===== src/rtl/audio_seq_pkg.sv =====
// ---------------------------------------------------------------------------
// audio_seq_pkg
//
// Shared types and the address-stepping function for audio_addr_sequencer.
//
//   mode_t      playback mode (ONESHOT / LOOP / PINGPONG)
//   state_t     sequencer state (IDLE / RUN)
//   step_t      result of one step: next address, new direction, flags
//   decode_mode maps the raw 2-bit mode input; the reserved code runs as ONESHOT
//   next_addr   pure next-address function, evaluated on the widest
//               supported address (ADDR_MAX_W) and narrowed by the caller
// ---------------------------------------------------------------------------
package audio_seq_pkg;

    // Upper limit on the WIDTH parameter of the sequencer (WIDTH < ADDR_MAX_W).
    localparam int unsigned ADDR_MAX_W = 64;

    typedef logic [ADDR_MAX_W-1:0] addr_t;

    typedef enum logic [1:0] {
        ONESHOT  = 2'd0,
        LOOP     = 2'd1,
        PINGPONG = 2'd2
    } mode_t;

    typedef enum logic {
        IDLE = 1'b0,
        RUN  = 1'b1
    } state_t;

    typedef struct packed {
        addr_t addr;     // address after the step
        logic  dir;      // direction after the step (1 = up)
        logic  wrapped;  // LOOP wrap or PINGPONG turn happened
        logic  ended;    // ONESHOT run reached its final bound
    } step_t;

    function automatic mode_t decode_mode(input logic [1:0] m);
        case (m)
            2'd1:    return LOOP;
            2'd2:    return PINGPONG;
            default: return ONESHOT;
        endcase
    endfunction

    // The bound test is done before any add/subtract, so the result is
    // always inside [lo, hi] and never a modular wrap of the arithmetic.
    // Single-address windows (lo == hi) turn in place for PINGPONG.
    function automatic step_t next_addr(input addr_t addr,
                                        input addr_t lo,
                                        input addr_t hi,
                                        input logic  dir,
                                        input mode_t mode);
        step_t r;
        r.addr    = addr;
        r.dir     = dir;
        r.wrapped = 1'b0;
        r.ended   = 1'b0;
        if (dir) begin
            if (addr >= hi) begin
                case (mode)
                    LOOP: begin
                        r.addr    = lo;
                        r.wrapped = 1'b1;
                    end
                    PINGPONG: begin
                        r.dir     = 1'b0;
                        r.addr    = (hi > lo) ? hi - addr_t'(1) : lo;
                        r.wrapped = 1'b1;
                    end
                    default: r.ended = 1'b1;
                endcase
            end else begin
                r.addr = addr + addr_t'(1);
            end
        end else begin
            if (addr <= lo) begin
                case (mode)
                    LOOP: begin
                        r.addr    = hi;
                        r.wrapped = 1'b1;
                    end
                    PINGPONG: begin
                        r.dir     = 1'b1;
                        r.addr    = (hi > lo) ? lo + addr_t'(1) : lo;
                        r.wrapped = 1'b1;
                    end
                    default: r.ended = 1'b1;
                endcase
            end else begin
                r.addr = addr - addr_t'(1);
            end
        end
        return r;
    endfunction

endpackage


===== src/rtl/audio_addr_sequencer.sv =====
// ---------------------------------------------------------------------------
// audio_addr_sequencer
//
// Bounds-programmable read-address generator for sample playback. Steps an
// address between latched low/high bounds, up or down, in ONESHOT, LOOP or
// PINGPONG mode.
//
// Ports
//   clk, rst     clock; synchronous active-high reset
//   start        pulse: latch lo_addr/hi_addr/mode/forward and begin a run
//   stop         pulse: abort run, address holds
//   pause        level: steps ignored while high
//   step         pulse: advance one position
//   forward      direction request (1 = up); sampled per step except PINGPONG
//   mode         0 ONESHOT, 1 LOOP, 2 PINGPONG, 3 runs as ONESHOT
//   lo_addr      inclusive low bound
//   hi_addr      inclusive high bound
//   address      current registered address
//   busy         high while running
//   dir          effective direction of the last/next step
//   done         one-cycle pulse when a ONESHOT run ends
//   wrapped      one-cycle pulse on each LOOP wrap / PINGPONG turn
//   wrap_count   saturating wrap/turn count since start
//   bound_err    one-cycle pulse when start is rejected (lo_addr > hi_addr)
//
// Same-cycle priority: rst > start > stop > step.
// ---------------------------------------------------------------------------
module audio_addr_sequencer
    import audio_seq_pkg::*;
#(
    parameter int unsigned WIDTH = 23,
    parameter int unsigned CNT_W = 8
) (
    input  logic             clk,
    input  logic             rst,
    input  logic             start,
    input  logic             stop,
    input  logic             pause,
    input  logic             step,
    input  logic             forward,
    input  logic [1:0]       mode,
    input  logic [WIDTH-1:0] lo_addr,
    input  logic [WIDTH-1:0] hi_addr,
    output logic [WIDTH-1:0] address,
    output logic             busy,
    output logic             dir,
    output logic             done,
    output logic             wrapped,
    output logic [CNT_W-1:0] wrap_count,
    output logic             bound_err
);

    state_t           state_q,   state_d;
    mode_t            mode_q,    mode_d;
    logic [WIDTH-1:0] addr_q,    addr_d;
    logic [WIDTH-1:0] lo_q,      lo_d;
    logic [WIDTH-1:0] hi_q,      hi_d;
    logic             dir_q,     dir_d;
    logic [CNT_W-1:0] wcnt_q,    wcnt_d;
    logic             done_q,    done_d;
    logic             wrapped_q, wrapped_d;
    logic             berr_q,    berr_d;

    step_t            step_res;
    logic             step_dir;
    logic             unused_step_hi;

    // ------------------------------------------------------------------
    // State register
    // ------------------------------------------------------------------
    always_ff @(posedge clk) begin
        if (rst) begin
            state_q   <= IDLE;
            mode_q    <= ONESHOT;
            addr_q    <= '0;
            lo_q      <= '0;
            hi_q      <= '0;
            dir_q     <= 1'b1;
            wcnt_q    <= '0;
            done_q    <= 1'b0;
            wrapped_q <= 1'b0;
            berr_q    <= 1'b0;
        end else begin
            state_q   <= state_d;
            mode_q    <= mode_d;
            addr_q    <= addr_d;
            lo_q      <= lo_d;
            hi_q      <= hi_d;
            dir_q     <= dir_d;
            wcnt_q    <= wcnt_d;
            done_q    <= done_d;
            wrapped_q <= wrapped_d;
            berr_q    <= berr_d;
        end
    end

    // ------------------------------------------------------------------
    // Step evaluation: PINGPONG follows its own direction, the other
    // modes take the live forward input on every step.
    // ------------------------------------------------------------------
    always_comb begin
        step_dir = (mode_q == PINGPONG) ? dir_q : forward;
        step_res = next_addr(addr_t'(addr_q), addr_t'(lo_q), addr_t'(hi_q),
                             step_dir, mode_q);
    end

    // Upper bits are always zero because the inputs are zero-extended.
    assign unused_step_hi = ^step_res.addr[ADDR_MAX_W-1:WIDTH];

    // ------------------------------------------------------------------
    // Next-state logic
    // ------------------------------------------------------------------
    always_comb begin
        state_d   = state_q;
        mode_d    = mode_q;
        addr_d    = addr_q;
        lo_d      = lo_q;
        hi_d      = hi_q;
        dir_d     = dir_q;
        wcnt_d    = wcnt_q;
        done_d    = 1'b0;
        wrapped_d = 1'b0;
        berr_d    = 1'b0;

        if (start) begin
            if (lo_addr > hi_addr) begin
                // Rejected start: flag it and drop out of any active run,
                // leaving address/direction/bounds untouched.
                berr_d  = 1'b1;
                state_d = IDLE;
            end else begin
                state_d = RUN;
                lo_d    = lo_addr;
                hi_d    = hi_addr;
                mode_d  = decode_mode(mode);
                dir_d   = forward;
                addr_d  = forward ? lo_addr : hi_addr;
                wcnt_d  = '0;
            end
        end else if (stop) begin
            state_d = IDLE;
        end else if ((state_q == RUN) && step && !pause) begin
            addr_d    = step_res.addr[WIDTH-1:0];
            dir_d     = step_res.dir;
            wrapped_d = step_res.wrapped;
            done_d    = step_res.ended;
            if (step_res.ended) begin
                state_d = IDLE;
            end
            if (step_res.wrapped && (wcnt_q != '1)) begin
                wcnt_d = wcnt_q + 1'b1;
            end
        end
    end

    // ------------------------------------------------------------------
    // Outputs (all registered)
    // ------------------------------------------------------------------
    always_comb begin
        address    = addr_q;
        busy       = (state_q == RUN);
        dir        = dir_q;
        done       = done_q;
        wrapped    = wrapped_q;
        wrap_count = wcnt_q;
        bound_err  = berr_q;
    end

endmodule


===== config.mk =====
export PLATFORM = sky130hd
export DESIGN_NAME = audio_addr_sequencer
export DESIGN_NICKNAME = d
export VERILOG_FILES = /design/src/rtl/audio_seq_pkg.sv /design/src/rtl/audio_addr_sequencer.sv
export SDC_FILE = /design/constraint.sdc
export NUM_CORES = 1
export LEC_CHECK = 0
export CAP_MARGIN = 20
export CORE_MARGIN = 2
export CORE_UTILIZATION = 50
export CTS_CLUSTER_DIAMETER = 150
export DETAILED_ROUTE_END_ITERATION = 10
export GPL_ROUTABILITY_DRIVEN = 1
export PLACE_DENSITY_LB_ADDON = 0.25
export SETUP_SLACK_MARGIN = 0.5
export SLEW_MARGIN = 20
export SYNTH_ARGS = -nofsm -noshare
export SYNTH_HDL_FRONTEND = slang
export SYNTH_SLANG_ARGS = --single-unit

===== constraint.sdc =====
create_clock -name clk -period 3.9 [get_ports clk]
set_input_delay 0.585 -clock clk [delete_from_list [all_inputs] [get_ports clk]]
set_output_delay 0.585 -clock clk [all_outputs]
set_load 0.01 [all_outputs]

==> summary.md <==
| Metric | Value |
|---|---|
| RSZ-0062 raised after global routing | `false` |
| Post-synth top area share | `approximately 20%` |
| Antenna viol nets, final | `0` |
| First-pass GRT wire length | `approximately 48 mm` |
| Power Total | `3.99 mW` |
| Vias after detailed routing | `9479` |
| Worst EP arrival | `about 3.5 ns` |
| CP startpoint kind | `register` |
| Yosys reg bits | `84` |
| CP max stage delay | `0.51 ns` |
| All-Layer GR Usage | `34.4%` |
| HP Class | `reg2reg` |
| CP Cell Sequence | `inv_1 -> ha_1 -> nand4_1 -> nor2_1 -> o2111ai_2 -> nand4_1 -> nand2_1 -> buf_12 -> a31o_1 -> a222oi_1 -> a31oi_1` |
| EDFF count, synth | `0` |
| Worst skew pair latency | `0.36 ns` |
| Buf/Inv on CP | `2` |
| Power density cells | `385 nW/um2` |
| Outcome | `finished, final reports clean` |
| DRT Wirelength | `approximately 31 mm` |
| Mapped Nets | `~1300` |
| Hold Violations, Final | `0` |
| Dpl hpwl | `24.4 mm` |
| Period minus WS final | `between 3 and 4 ns` |
| Setup_tns | `0 ns` |
| Starting Density | `51.4%` |
| Setup Crit Path Kind | `reg2reg` |
| Syn Area/Cell | `7.31 um2` |
| Skew final | `0.00979 ns` |
| WP data required | `approximately 4.1 ns` |
| Row cnt | `47` |
| Pre-Repair DR Iteration Count | `5` |
| Vias per cell | `~6.4` |
| Fmax | `0.306 GHz` |
| Worst VDD drop | `0.223 mV` |
| Die area | `roughly 18000 um2` |
| Max Slew Vio Count | `0` |
| Largest net degree at the start of global routing | `47` |
| Synth area leader | `dfxtp_1` |
| Crit-path most repeated cell | `nand4_1` |
| Wire per inst | `between 20 and 25 um` |
| H-Tree Depth | `3` |
| Synth cell types | `74` |
| Crit path from | `lo_q[11]` |
| Initial antenna violation count | `0` |
| Die X | `~130 um` |
| Reg2Reg Setup Slack | `roughly 0.64 ns` |
| CTS sink count | `between 80 and 90` |
| Terminus of the critical flop-to-flop path | `address[20]` |
| CP max-delay cell | `dfxtp_1` |
| Reg2reg path depth | `11` |
| Mapped Area | `8550 um2` |
| Worst Tran Pin Value | `around 0.86 ns` |
| Seq/Total Area, Yosys | `19.7%` |
| Fin crit share | `83.7%` |
| Core footprint | `roughly 17000 um2` |
| Share of cells above drive strength 1 | `8.97%` |
| DRC | `0` |
| Hold-critical path depth | `2` |
| # port buffers | `90` |
| CTS buffer count | `9` |
| Crit path max-delay family | `compound AO/OA/AOI/OAI gates` |
| Hold Crit Endpoint | `mode_q[0]` |
| Root Buffer | `clkbuf_16` |
| Initial DRC count | `1114` |
| FF-to-FF Start | `lo_q[11]` |
| Number of global-route vias before repair | `a little under 9000` |
| Max capacitance violation total | `0` |
| I/O pins | `91` |
| Post-synth ARST share | `0%` |
| Non-Filler Instances | `around 1500` |
| Die Y | `approximately 130 um` |
| Post-synth top flop | `dfxtp_1` |
| Synth warn | `0` |
| Clk buf depth | `2` |
| Crit path max fanout | `14` |
| Slew HR | `approximately 42%` |
| CTS tree | `yes` |
| Crit end category | `register` |
| Area delta synth->final | `21.1%` |
| # diodes | `0` |
| Cell count after synthesis | `1171` |
| Layout Nets | `1420` |
| Leak Pwr | `approximately 4.0 nW` |
| Placed cells | `1473` |
| GR Overflow Total | `0` |
| Min-delay src | `mode_q[0]` |
| Hold Buf Count CTS | `0` |
| Clk slew on worst S/H paths | `~0.070 ns` |
| Post-Route Utilization | `62.3%` |
| Ranking of synthesized cells by area | `dfxtp_1, ha_1, nand2_1, xnor2_1, a21oi_1` |
| Endpoints failing setup | `0` |
| Gpl congestion | `around 1.0` |
## metrics by stage
stage | setup slack [ns] | hold WS, ns | area [um2]
after floorplan | 0.814 | 0.449 | 8550
after global placement | 0.416 | 0.459 | 9970
after detailed placement | 0.324 | 0.467 | 9970
after CTS | 0.513 | 0.476 | 10300
after global routing | 0.497 | 0.520 | 10400
final | 0.636 | 0.476 | 10400
## worst min-delay path, cell delays in order, from the launching register on
cell and delay (ns):
dfxtp_1 0.33, nand2_1 0.06, a21oi_1 0.05
## how the worst max path moves through the flow
stage | end | slack, ns | depth (start not counted)
5_1_grt | address[18] | 0.50 | 11
4_1_cts | address[18] | 0.51 | 11
2_1_floorplan | address[2] | 0.81 | 11
3_5_place_dp | address[19] | 0.32 | 12
3_3_place_gp | address[20] | 0.42 | 12
6_report | address[20] | 0.64 | 11
## cells in the final DEF (no fill, tap or decap), drive strengths merged, types with 8 or more instances in the layout
cell           count
nand2            165
ha                99
a21oi             93
clkdlybuf4s50     89
nor2              86
dfxtp             84
inv               78
buf               68
xnor2             64
nor3              44
nand3             39
o21ai             36
nand4             35
a211oi            24
and3              23
mux2i             23
a311oi            22
xor2              20
nor4              20
clkbuf            11
a31oi              8
or4                8
## synth_stat cells, types with 35 or more instances
library cell  instances
o21ai_0              35
nand2_1             165
nor3_1               39
xnor2_1              64
a21oi_1              93
nand4_1              35
ha_1                 99
nand3_1              39
inv_1                76
dfxtp_1              84
clkbuf_1             58
nor2_1               86
## repair_timing
action	in CTS	in global routing
buffers inserted	0	1
endpoints found under the setup margin	0	31
gates resized for setup	0	14
## sequential cells by signal (all words and copies together), names as in the netlist, 2 cells and up
name        flops
mode_q          2
lo_q           23
hi_q           23
address        23
wrap_count      8
## power by group
group	leakage [nW]	total (mW)	internal [mW]	switching (mW)
combinational	3.16	2.02	0.816	1.20
sequential	0.689	1.05	0.929	0.121
clock	0.147	0.926	0.520	0.406
total	3.99	3.99	2.26	1.73
## layout make-up
type	instances	area (um2)
sequential	84	1690
multi-input combinational	936	6330
timing repair buffer	158	1470
clock inverter	6	70.1
tap	220	275
fill	1520	6280
clock buffer	10	239
inverter	77	289
## logic make-up (layout without fill, tap and decap cells)
| kind of cell | count (synthesis) | after routing | share of synthesized area [%] |
|---|---|---|---|
| simple gates | 463 | 463 | 26.6 |
| fa+ha+maj | 99 | 99 | 14.5 |
| xor+xnor | 84 | 84 | 8.60 |
| flops | 84 | 84 | 19.7 |
| compound gates | 266 | 266 | 20.8 |
| buf+inv | 151 | 251 | 7.05 |
| mux | 24 | 24 | 2.82 |
## routing by layer
metal,routed length [um],vias to the layer above,GRT usage (%)
met4,730,0,10.2
li1,-,4429,-
met3,3860,56,9.53
met1,13800,4426,49.5
met2,13100,568,50.0
met5,0,-,0
(Power assumes the default switching activity.)
